===== config.mk =====
export PLATFORM = sky130hd
export DESIGN_NAME = fetch_unit
export DESIGN_NICKNAME = d
export VERILOG_FILES = /design/src/rtl/fetch_unit.sv
export SDC_FILE = /design/constraint.sdc
export NUM_CORES = 1
export LEC_CHECK = 0
export BUFFER_PORTS_ARGS = -buffer_cell sky130_fd_sc_hd__buf_2
export CORE_ASPECT_RATIO = 1.2
export CORE_MARGIN = 5
export CORE_UTILIZATION = 48
export CTS_CLUSTER_SIZE = 20
export DETAILED_ROUTE_END_ITERATION = 8
export PLACE_DENSITY = 0.76
export SLEW_MARGIN = 0
export SYNTH_ARGS = -nofsm -noshare
export SYNTH_HDL_FRONTEND = slang
export SYNTH_SLANG_ARGS = --single-unit

===== constraint.sdc =====
create_clock -name clk -period 1.72 [get_ports clk]
set_input_delay 0.086 -clock clk [delete_from_list [all_inputs] [get_ports clk]]
set_output_delay 0.086 -clock clk [all_outputs]
set_load 0.01 [all_outputs]

===== src/rtl/fetch_unit.sv =====
// Instruction fetch unit: a fetch PC driving a combinational instruction
// memory, feeding a 2-entry {word, pc} queue toward the decoder.
// Optional feature macro: FETCH_ALIGN_CHECK_EN. When it is defined, a branch
// to a misaligned target sets a sticky fault and freezes fetch until reset.
//
// state | meaning
// EMPTY | no instruction held, instr_valid low
// ONE   | head entry valid, tail slot free
// FULL  | head and tail entries valid, fetch stalls unless head pops
module fetch_unit #(
   parameter logic [31:0] RESET_PC = 32'h0000_0000
) (
   input  logic        clk,
   input  logic        reset_n,
   output logic [31:0] imem_addr,
   input  logic [31:0] imem_rd,
   input  logic        branch_valid,
   input  logic [31:0] branch_target,
   output logic        instr_valid,
   input  logic        instr_ready,
   output logic [31:0] instr,
   output logic [31:0] instr_pc,
   output logic [31:0] pc_plus8,
   output logic        fault
);

   typedef enum logic [1:0] {
      EMPTY = 2'd0,
      ONE   = 2'd1,
      FULL  = 2'd2
   } state_t;

   state_t      state;
   state_t      state_nxt;
   logic [31:0] pc;
   logic [31:0] head_word;
   logic [31:0] head_pc;
   logic [31:0] tail_word;
   logic [31:0] tail_pc;
   logic        pop;
   logic        push;
   logic        take_branch;
   logic        bad_branch;
   logic        frozen;

`ifdef FETCH_ALIGN_CHECK_EN
   logic fault_q;

   // a faulting branch is only recognised once; afterwards fetch is frozen
   assign bad_branch = branch_valid && (branch_target[1:0] != 2'b00) && !fault_q;
   assign frozen     = fault_q;
   assign fault      = fault_q;

   // sticky misaligned-branch flag, cleared only by reset
   always_ff @(posedge clk or negedge reset_n) begin
      if (!reset_n) begin
         fault_q <= 1'b0;
      end else if (bad_branch) begin
         fault_q <= 1'b1;
      end
   end
`else
   assign bad_branch = 1'b0;
   assign frozen     = 1'b0;
   assign fault      = 1'b0;
`endif

   assign take_branch = branch_valid && !frozen;
   assign instr_valid = (state != EMPTY);
   assign pop         = instr_valid && instr_ready;
   // a full queue can still accept the new word when the head leaves this cycle
   assign push        = !take_branch && !frozen && ((state != FULL) || pop);
   assign imem_addr   = pc;
   assign instr       = head_word;
   assign instr_pc    = head_pc;
   assign pc_plus8    = head_pc + 32'd8;

   // queue occupancy state register
   always_ff @(posedge clk or negedge reset_n) begin
      if (!reset_n) begin
         state <= EMPTY;
      end else begin
         state <= state_nxt;
      end
   end

   // occupancy update: a branch flushes, otherwise push/pop adjust the count
   always_comb begin
      state_nxt = state;
      if (take_branch) begin
         state_nxt = EMPTY;
      end else begin
         case (state)
            EMPTY:   if (push) state_nxt = ONE;
            ONE:     if (push && !pop) state_nxt = FULL;
                     else if (!push && pop) state_nxt = EMPTY;
            FULL:    if (!push && pop) state_nxt = ONE;
            default: state_nxt = EMPTY;
         endcase
      end
   end

   // fetch PC: redirect on branch (low bits dropped), step by 4 on each push
   always_ff @(posedge clk or negedge reset_n) begin
      if (!reset_n) begin
         pc <= RESET_PC;
      end else if (take_branch && !bad_branch) begin
         pc <= branch_target & ~32'h3;
      end else if (push) begin
         pc <= pc + 32'd4;
      end
   end

   // queue storage; head keeps its last contents whenever the queue drains
   always_ff @(posedge clk or negedge reset_n) begin
      if (!reset_n) begin
         head_word <= 32'd0;
         head_pc   <= 32'd0;
         tail_word <= 32'd0;
         tail_pc   <= 32'd0;
      end else if (push) begin
         if ((state == EMPTY) || ((state == ONE) && pop)) begin
            head_word <= imem_rd;
            head_pc   <= pc;
         end else if (state == ONE) begin
            tail_word <= imem_rd;
            tail_pc   <= pc;
         end else begin
            head_word <= tail_word;
            head_pc   <= tail_pc;
            tail_word <= imem_rd;
            tail_pc   <= pc;
         end
      end else if (pop && (state == FULL) && !take_branch) begin
         head_word <= tail_word;
         head_pc   <= tail_pc;
      end
   end

endmodule


==> results of run 1 <==
## area by class of cell
type	count	area share, %
Multi-Input combinational cell	494	33.7
Inverter	11	0.379
Clock inverter	12	1.05
Sequential cell	156	35.9
Timing Repair Buffer	341	22.4
Clock buffer	20	4.20
Tap cell	208	2.39
## what timing repair did
| action | 4_1_cts | 5_1_grt |
|---|---|---|
| endpoints found under the setup margin | 28 | 102 |
| cloned | 1 | 2 |
| hold buffers | 64 | 0 |
| endpoints found under the hold margin | 248 | 0 |
| pin swaps | 27 | 27 |
| resized for setup | 31 | 33 |
| buffers inserted | 4 | 8 |
## layer usage
layer  global-route usage [%]  vias up  wire length, µm
met5                        0        -                0
met3                     4.55       58              896
met1                     27.0     3081             8610
met4                     8.06        0              645
li1                         -     3057                -
met2                     37.6      196            10600
## per-stage QoR
step / hold WS [ns] / util [%] / std cells / TNS, ns / power [W]
after floorplan: -0.210 / - / 709 / -0.0696 / 0.00691
after global placement: -0.0181 / 59.4 / 1131 / -0.00109 / 0.00842
after detailed placement: -0.0188 / 59.4 / 1131 / -0.0931 / 0.00857
after CTS: 0.0982 / 68.2 / 1232 / -5.60 / 0.0123
after global routing: 0.0999 / 69.9 / 1242 / -8.32 / 0.0131
final: 0.104 / 69.9 / 1242 / -5.50 / 0.0124
## worst min-delay path by stage
stage / startpoint / end / cells after the start
2_1_floorplan: reset_n / imem_addr[10] / 0
3_3_place_gp: reset_n / imem_addr[23] / 1
3_5_place_dp: reset_n / imem_addr[27] / 1
4_1_cts: reset_n / instr_pc[25] / 2
5_1_grt: instr_ready / state[1] / 4
6_report: instr_ready / state[1] / 4
## critical path, cell delays in order, from the launching register on
cell and delay, ns:
dfrtp_2 0.39, buf_6 0.13, and3_4 0.20, buf_6 0.09, nand4_1 0.18, nor2_1 0.20, xor2_1 0.22, buf_2 0.17
## cells by family (layout without fill, tap and decap cells)
family,count (synthesis),in the layout,synth area share [%]
other cells,1,7,0.0495
simple gates,206,208,13.8
flops,156,156,51.5
mux,121,121,17.0
fa+ha+maj,2,2,0.330
xor+xnor,57,57,6.59
buf+inv,61,384,4.13
compound gates,99,99,6.57
## flip-flops by register name, summed over array words and instances (netlist names)
signal / flops
instr_pc: 30
imem_addr: 30
state: 2
tail_word: 32
instr: 32
tail_pc: 30
## power groups by stage
| stage | clock [W] | sequential [W] | combinational (W) |
|---|---|---|---|
| 2_1_floorplan | 0 | 0.00539 | 0.00152 |
| 3_3_place_gp | 0 | 0.00508 | 0.00334 |
| 3_5_place_dp | 0 | 0.00514 | 0.00343 |
| 4_1_cts | 0.00365 | 0.00509 | 0.00359 |
| 5_1_grt | 0.00380 | 0.00523 | 0.00405 |
| 6_report | 0.00361 | 0.00511 | 0.00370 |
## placed cells by master (no fill, tap or decap), drive strengths merged, types with 20 or more instances in the layout
cell type / n
nor2: 20
buf: 276
clkbuf: 21
dlygate4sd3: 64
xor2: 22
mux2: 62
mux2i: 59
xnor2: 35
nand4: 22
o21ai: 92
dfrtp: 156
nand2: 108
==> metrics, run 1 <==
status=finished with violations; failing checks=negative setup slack; Yosys cell types=39; Ports=around 200; Synth area leader=dfrtp_1; Post-Syn Area=about 7600 µm²; die height=between 100 and 150 µm; H-tree depth=4; dominant cells by area after synthesis=dfrtp_1 (52%), mux2_2 (9.2%), mux2i_1 (7.8%); number of register bits inferred by synthesis=between 150 and 200; port bufs=between 150 and 200; Layout fillers=approximately 1100; Area Overhead vs Synth=43.6%; Num CTS Buffers=17; Hold Path Class=in2reg; WL/cell=16.7 µm; DRC=0; Comb pwr share=around 30%; Clock Path Buffers=2; Post-synth top flop=dfrtp_1; row count=50; Worst Setup EP=pc_plus8[26]; r2r setup slk=-0.03 ns; EDFF count, synth=0; Critical Path Sink Type=output pin; vias in the first global route=between 6000 and 7000; fmax=around 470 MHz; GRT overflow=0; first-pass GRT wire length=between 30000 and 40000 µm; maximum VDD drop=~0.00075 V; kind of critical path=reg2out; final wirelength=roughly 21000 µm; clock latency on the worst-skew pair=around 0.43 ns; initial antenna violation count=0; Hold Violations, Final=0; number of max-cap violations=0; RSZ-0062 raised after global routing=yes; CP Max Fanout=7; Clock Power Share=roughly 29%; most common cell in the netlist=dfrtp_1; final setup vio count=23; CP startpoint kind=flop; Internal=0.00846 W; Sink Count=about 160; root buffer cell=clkbuf_16; Sequential Power Share=41.1%; reg-to-reg endpoint=imem_addr[28]; PwrDens=1140 nW/µm²; full die area=18400 µm²; via count=6392; antenna cells=0; Avg Inst Size Synth=between 10 and 15 µm²; hpwl dp=14000 µm; Worst R2R Path Depth=5; Post-Route Skew=around 0.009 ns; CTS tree=built; CP arrival=roughly 2 ns; period utilisation layout=123%; Reg-to-Reg Start=imem_addr[19]; Final Cell Area=approximately 11000 µm²; Initial Util=48.7%; Crit path required time=approximately 1.6 ns; Storage cell area=~3900 µm²; fin nets=1091; Synth Warn #=0; Die X-Extent=roughly 120 µm; Synth async-reset ratio=100%; Setup crit start=instr_pc[3]; Post-DP Area=9250 µm²; DR pass1 iterations=4; Starting DRT DRC Count=around 400; Final min period=~2.1 ns; Slew @ Worst Pin=0.634 ns; Yosys top cell area share=between 50% and 60%; core area=about 16000 µm²; routability cong.=roughly 0.83; share of layout cells above drive strength 1=between 40% and 50%; Synth top cells by count=dfrtp_1 (156), nand2_1 (108), o21ai_0 (83), mux2_2 (62), mux2i_1 (59); switching pwr=0.00396 W; Worst-path clk slew=roughly 0.070 ns; relative slew slack=between 50% and 60%; max-slew violations=0; register area share after synthesis=approximately 52%; pin count of the biggest net entering global routing=61; Antenna Nets Post-Route=0; Multi-input gate area=approximately 3700 µm²; number of vias per cell=slightly above 5; pre-CTS setup slack=-0.0387 ns; Sw Ratio=31.9%; Post-Syn Instances=between 700 and 800; PnR worst setup slack=-0.388 ns; Total GRT Usage=a little over a fifth; Leak=approximately 5.4 nW
Power figures use the tool's default switching activity.
==> run 2, diff against run 1 <==
--- a/config.mk
+++ b/config.mk
@@ -8,7 +8,7 @@
 export BUFFER_PORTS_ARGS = -buffer_cell sky130_fd_sc_hd__buf_2
 export CORE_ASPECT_RATIO = 1.2
 export CORE_MARGIN = 5
-export CORE_UTILIZATION = 48
+export CORE_UTILIZATION = 50
 export CTS_CLUSTER_SIZE = 20
 export DETAILED_ROUTE_END_ITERATION = 8
 export PLACE_DENSITY = 0.76
==> constraint.sdc (replaced) <==
create_clock -name clk -period 2.6 [get_ports clk]
set_input_delay 0.13 -clock clk [delete_from_list [all_inputs] [get_ports clk]]
set_output_delay 0.13 -clock clk [all_outputs]
set_load 0.01 [all_outputs]
==> metrics, run 2 (synthesis gave the netlist of run 1 again) <==
Final min period=2.42 ns; Area Overhead vs Synth=30.5% (was 43.6%); Internal=0.00538 W (was 0.00846 W); WL/cell=16.5 µm (was 16.7 µm); hpwl dp=12800 µm (was 14000 µm); quantity of gates resized following cts=0 (was 31); Hold Violations, Final=0 (unchanged); max-slew violations=0 (unchanged); routability cong.=0.763 (was 0.829); maximum VDD drop=0.000464 V (was 0.000747 V); most frequent CP cell=and4_1 (was buf_6); row count=49 (was 50); port bufs=188 (unchanged); total negative slack=0 ns (was -5.50 ns); first-pass GRT wire length=30500 µm (was 32700 µm); die height=145 µm (was 148 µm); Total GRT Usage=22.0% (was 21.8%); CTS tree=built (unchanged); relative slew slack=57.8% (was 57.7%); clock latency on the worst-skew pair=0.42 ns (was 0.43 ns); Num CTS Buffers=17 (unchanged); number of max-cap violations=0 (unchanged); share of layout cells above drive strength 1=32.2% (was 40.6%); hold slack=0.151 ns (was 0.104 ns); Comb pwr share=24.5% (was 29.8%); full die area=17700 µm² (was 18400 µm²); final setup vio count=0 (was 23); DRC=0 (unchanged); Ports=198 (unchanged); Clock Path Buffers=2 (unchanged); RSZ-0062 raised after global routing=no (was yes); Die X-Extent=122 µm (was 125 µm); CP arrival=2.29 ns (was 2.02 ns); root buffer cell=clkbuf_16 (unchanged); Crit path max-delay family=simple AND/OR/NAND/NOR gates (unchanged); CP startpoint kind=flop (unchanged); GRT overflow=0 (unchanged); Sink Count=156 (unchanged); Crit path required time=2.47 ns (was 1.63 ns); Setup crit start=instr_pc[5] (was instr_pc[3]); Multi-input gate area=3410 µm² (was 3670 µm²); number of vias per cell=5.16 (was 5.15); final wirelength=19100 µm (was 20700 µm); Hold Path Class=in2reg (unchanged); CP Depth=6 (was 7); Hold Crit Depth=4 (unchanged); Initial Util=50.7% (was 48.7%); initial antenna violation count=0 (unchanged); core area=15000 µm² (was 15600 µm²); Non-Filler Instances=1158 (was 1242); Sequential Power Share=45.0% (was 41.1%); Leak=4.76 nW (was 5.36 nW); number of cells after detailed placement=1062 (was 1131); most frequent cells in the layout=buf_2 (187), dfrtp_1 (156), nand2_1 (108), o21ai_0 (83), dlygate4sd3_1 (63) (was buf_2 (187), dfrtp_1 (154), nand2_1 (103), o21ai_0 (81), buf_4 (67)); hold path startpoint=instr_ready (unchanged); Worst-path clk slew=0.06 ns (was 0.07 ns); Critical Path Sink Type=output pin (unchanged); period utilisation layout=93.1%; CP Cell Sequence=and4_1 -> and4_1 -> nand4_1 -> nor2_1 -> xnor2_1 -> buf_2 (was buf_6 -> and3_4 -> buf_6 -> nand4_1 -> nor2_1 -> xor2_1 -> buf_2); DR pass1 iterations=4 (unchanged); Worst R2R Path Depth=6 (was 5); fin util=66.1% (was 69.9%); status=finished, final reports clean (was finished with violations); Final Cell Area=9890 µm² (was 10900 µm²); PwrDens=790 nW/µm² (was 1140 nW/µm²); H-tree depth=4 (unchanged); fmax=slightly above 400 MHz; fin nets=1011 (was 1091); Max stage delay on crit path=0.44 ns (was 0.39 ns); Layout fillers=1178 (was 1113); Slew @ Worst Pin=0.633 ns (was 0.634 ns); commonest non-fill, non-tap cell in the layout=buf_2 (unchanged); antenna cells=0 (unchanged); CP Max Fanout=7 (unchanged); Post-DP Area=8680 µm² (was 9250 µm²); pin count of the biggest net entering global routing=70 (was 61); Sw Ratio=31.2% (was 31.9%); via count=5980 (was 6392); Storage cell area=3900 µm² (was 3910 µm²); Clock Power Share=30.5% (was 29.1%); Reg-to-Reg Start=imem_addr[2] (was imem_addr[19]); Antenna Nets Post-Route=0 (unchanged); switching pwr=0.00244 W (was 0.00396 W); Slowest-stage cell, CP=dfrtp_1 (was dfrtp_2); Starting DRT DRC Count=288 (was 390); kind of critical path=reg2out (unchanged); vias in the first global route=6046 (was 6494); Worst Path Buf+Inv=1 (was 3); Post-Route Skew=0.00799 ns (was 0.00888 ns)
## run 2: timing repair
item	4_1_cts	5_1_grt
setup buffers	0	1
hold endpoints to repair	138	0
setup endpoints to repair	0	2
hold buffers	63	0
## run 2: worst reg2reg max path: stages (launching register included)
cell and delay, ns:
dfrtp_1 0.47, ha_1 0.21, and3_1 0.24, nand4_4 0.25
nor4_1 0.41, xnor2_1 0.17, o21ai_1 0.07
## run 2: final cells by class
class,instances,share of cell area (%)
multi-input combinational,492,34.5
clock buffer,18,4.34
sequential,156,39.5
clock inverter,14,1.50
tap,204,2.58
inverter,11,0.417
timing repair buffer,263,17.2
## run 2: metal layers
| layer | routed length (µm) | share of wire (%) | global-route usage (%) | vias up |
|---|---|---|---|---|
| li1 | - | - | - | 2888 |
| met2 | 9940 | 52 | 38.8 | 172 |
| met4 | 545 | 2.9 | 8.73 | 0 |
| met1 | 7370 | 39 | 25.4 | 2885 |
| met3 | 1210 | 6.3 | 6.22 | 35 |
| met5 | 0 | 0 | 0 | - |
## run 2: through the flow
stage	power, W	worst slack (ns)
4_1_cts	0.00789	0.0122
3_3_place_gp	0.00531	0.510
5_1_grt	0.00828	0.0516
2_1_floorplan	0.00457	0.836
6_report	0.00782	0.179
3_5_place_dp	0.00540	0.487
## run 2: path summary, 6_finish.rpt
check	endpoint	slack, ns
worst min register to register	instr[11]	0.47
max in group asynchronous	tail_word[25]	1.41
worst max register to register	imem_addr[20]	0.65
worst max-delay path	pc_plus8[30]	0.18
worst min-delay path	state[1]	0.15
min in group asynchronous	instr_pc[29]	0.29
## run 2: power by group through the flow
stage	sequential, W	clock, W	combinational [W]
after floorplan	0.00357	0	0.00100
after global routing	0.00360	0.00256	0.00213
after global placement	0.00351	0	0.00180
final	0.00352	0.00239	0.00192
after detailed placement	0.00354	0	0.00186
after CTS	0.00351	0.00245	0.00194
==> run 3, diff against run 2 <==
--- a/config.mk
+++ b/config.mk
@@ -8,10 +8,9 @@
 export BUFFER_PORTS_ARGS = -buffer_cell sky130_fd_sc_hd__buf_2
 export CORE_ASPECT_RATIO = 1.2
 export CORE_MARGIN = 5
-export CORE_UTILIZATION = 50
+export CORE_UTILIZATION = 35
 export CTS_CLUSTER_SIZE = 20
 export DETAILED_ROUTE_END_ITERATION = 8
-export PLACE_DENSITY = 0.76
 export SLEW_MARGIN = 0
 export SYNTH_ARGS = -nofsm -noshare
 export SYNTH_HDL_FRONTEND = slang
==> metrics, run 3 (synthesis gave the netlist of run 1 again) <==
CTS tree=built (unchanged); Final min period=2.39 ns (was 2.42 ns); kind of critical path=reg2out (unchanged); most frequent cells in the layout=buf_2 (187), dfrtp_1 (156), nand2_1 (108), o21ai_0 (83), dlygate4sd3_1 (63) (unchanged); via count=5828 (was 5980); GRT overflow=0 (unchanged); Post-DP Area=8770 µm² (was 8680 µm²); share of layout cells above drive strength 1=32.3% (was 32.2%); pre-CTS setup slack=0.302 ns (was 0.487 ns); fmax=418 MHz (was 413 MHz); Leak=4.77 nW (was 4.76 nW); pin count of the biggest net entering global routing=68 (was 70); final setup vio count=0 (unchanged); full die area=24700 µm² (was 17700 µm²); antenna cells=0 (unchanged); vias in the first global route=5994 (was 6046); DR pass1 iterations=4 (unchanged); Ports=198 (unchanged); WL/cell=15.9 µm (was 16.5 µm); Total GRT Usage=16.2% (was 22.0%); status=finished, final reports clean (unchanged); Worst-path clk slew=0.06 ns (about the same); CP arrival=2.26 ns (was 2.29 ns); clock latency on the worst-skew pair=0.41 ns (was 0.42 ns); PwrDens=798 nW/µm² (was 790 nW/µm²); total negative slack=0 ns (unchanged); r2r setup slk=0.35 ns (was 0.65 ns); Post-Route Skew=0.00996 ns (was 0.00799 ns); Slew @ Worst Pin=1.04 ns (was 0.633 ns); number of max-cap violations=0 (unchanged); initial antenna violation count=0 (unchanged); relative slew slack=30.7% (was 57.8%); Critical Path Sink Type=output pin (unchanged); row count=59 (was 49); Die X-Extent=144 µm (was 122 µm); Hold Violations, Final=0 (unchanged); Crit path required time=2.47 ns (about the same); H-tree depth=4 (unchanged); hpwl dp=13700 µm (was 12800 µm); Non-Filler Instances=1227 (was 1158); CP Max Fanout=7 (unchanged); Initial Util=35.3% (was 50.7%); number of cells after detailed placement=1134 (was 1062); routability cong.=0.853 (was 0.763); first-pass GRT wire length=31700 µm (was 30500 µm); DRC=0 (unchanged); Num CTS Buffers=17 (unchanged); Starting DRT DRC Count=242 (was 288); core area=21500 µm² (was 15000 µm²); root buffer cell=clkbuf_16 (unchanged); port bufs=188 (unchanged); max-slew violations=0 (unchanged); Antenna Nets Post-Route=0 (unchanged); Hold Path Class=in2reg (unchanged); Sink Count=156 (unchanged); number of vias per cell=4.75 (was 5.16); fin nets=1014 (was 1011); PnR worst setup slack=0.205 ns (was 0.179 ns); period utilisation layout=92.1% (was 93.1%); final wirelength=19500 µm (was 19100 µm); RSZ-0062 raised after global routing=no (unchanged); commonest non-fill, non-tap cell in the layout=buf_2 (unchanged); Clock Path Buffers=2 (unchanged); maximum VDD drop=0.000446 V (was 0.000464 V); Final Cell Area=10000 µm² (was 9890 µm²); Area Overhead vs Synth=32.1% (was 30.5%); die height=171 µm (was 145 µm); CP startpoint kind=flop (unchanged)
==> run 3: changes by cell type in the layout (fill, tap and decap cells not counted), moves of 2 or more <==
cell        delta
clkinv_4       -7
buf_4          +4
clkbuf_8       +4
clkinv_2       -4
clkinvlp_4     +2
==> run 3: what timing repair did <==
action,CTS,global route
setup endpoints to repair,1,4
hold endpoints to repair,122,0
buffers inserted,0,2
resized for setup,1,1
hold buffers,63,0
pin swaps,0,1
==> run 3: critical path: stages (launching register included) <==
cell and delay, ns:
dfrtp_1 0.46, and4_1 0.33, and4_1 0.30, nand4_1 0.11, buf_4 0.18, nor3_2 0.14
xor2_1 0.18, buf_2 0.15
==> run 3: power by group <==
part | total, W | switching, W | internal, W
clock | 0.00254 | 0.000948 | 0.00159
combinational | 0.00198 | 0.00101 | 0.000971
sequential | 0.00347 | 0.000456 | 0.00301
total | 0.00799 | 0.00242 | 0.00557
==> run 3: layout make-up <==
cell class / instances / area [µm²]
multi-input combinational: 492 / 3420
timing repair buffer: 266 / 1720
tap: 274 / 343
clock buffer: 22 / 484
clock inverter: 6 / 113
sequential: 156 / 3900
fill: 2034 / 11500
inverter: 11 / 41.3
==> run 3: worst paths after layout <==
| path | start | end | cells after the start |
|---|---|---|---|
| min in group asynchronous | reset_n | instr[12] | 2 |
| hold reg to reg | instr[4] | instr[4] | 2 |
| setup / recovery | instr_pc[5] | pc_plus8[31] | 7 |
| setup reg to reg | state[0] | instr[16] | 5 |
| hold / removal | instr_ready | state[1] | 4 |
| max in group asynchronous | reset_n | tail_pc[17] | 3 |
==> run 3: through the flow <==
step / power, W / util, % / hold WS [ns]
2_1_floorplan: 0.00457 / - / -0.166
3_3_place_gp: 0.00540 / 40.8 / 0.138
3_5_place_dp: 0.00546 / 40.8 / 0.139
4_1_cts: 0.00811 / 46.5 / 0.175
5_1_grt: 0.00849 / 46.6 / 0.215
6_report: 0.00799 / 46.6 / 0.202
==> run 3: metal layers <==
metal | global-route usage, % | wire length, µm
met5 | 0 | 0
met4 | 6.49 | 679
met3 | 3.56 | 1050
met2 | 27.0 | 9450
met1 | 20.4 | 8280
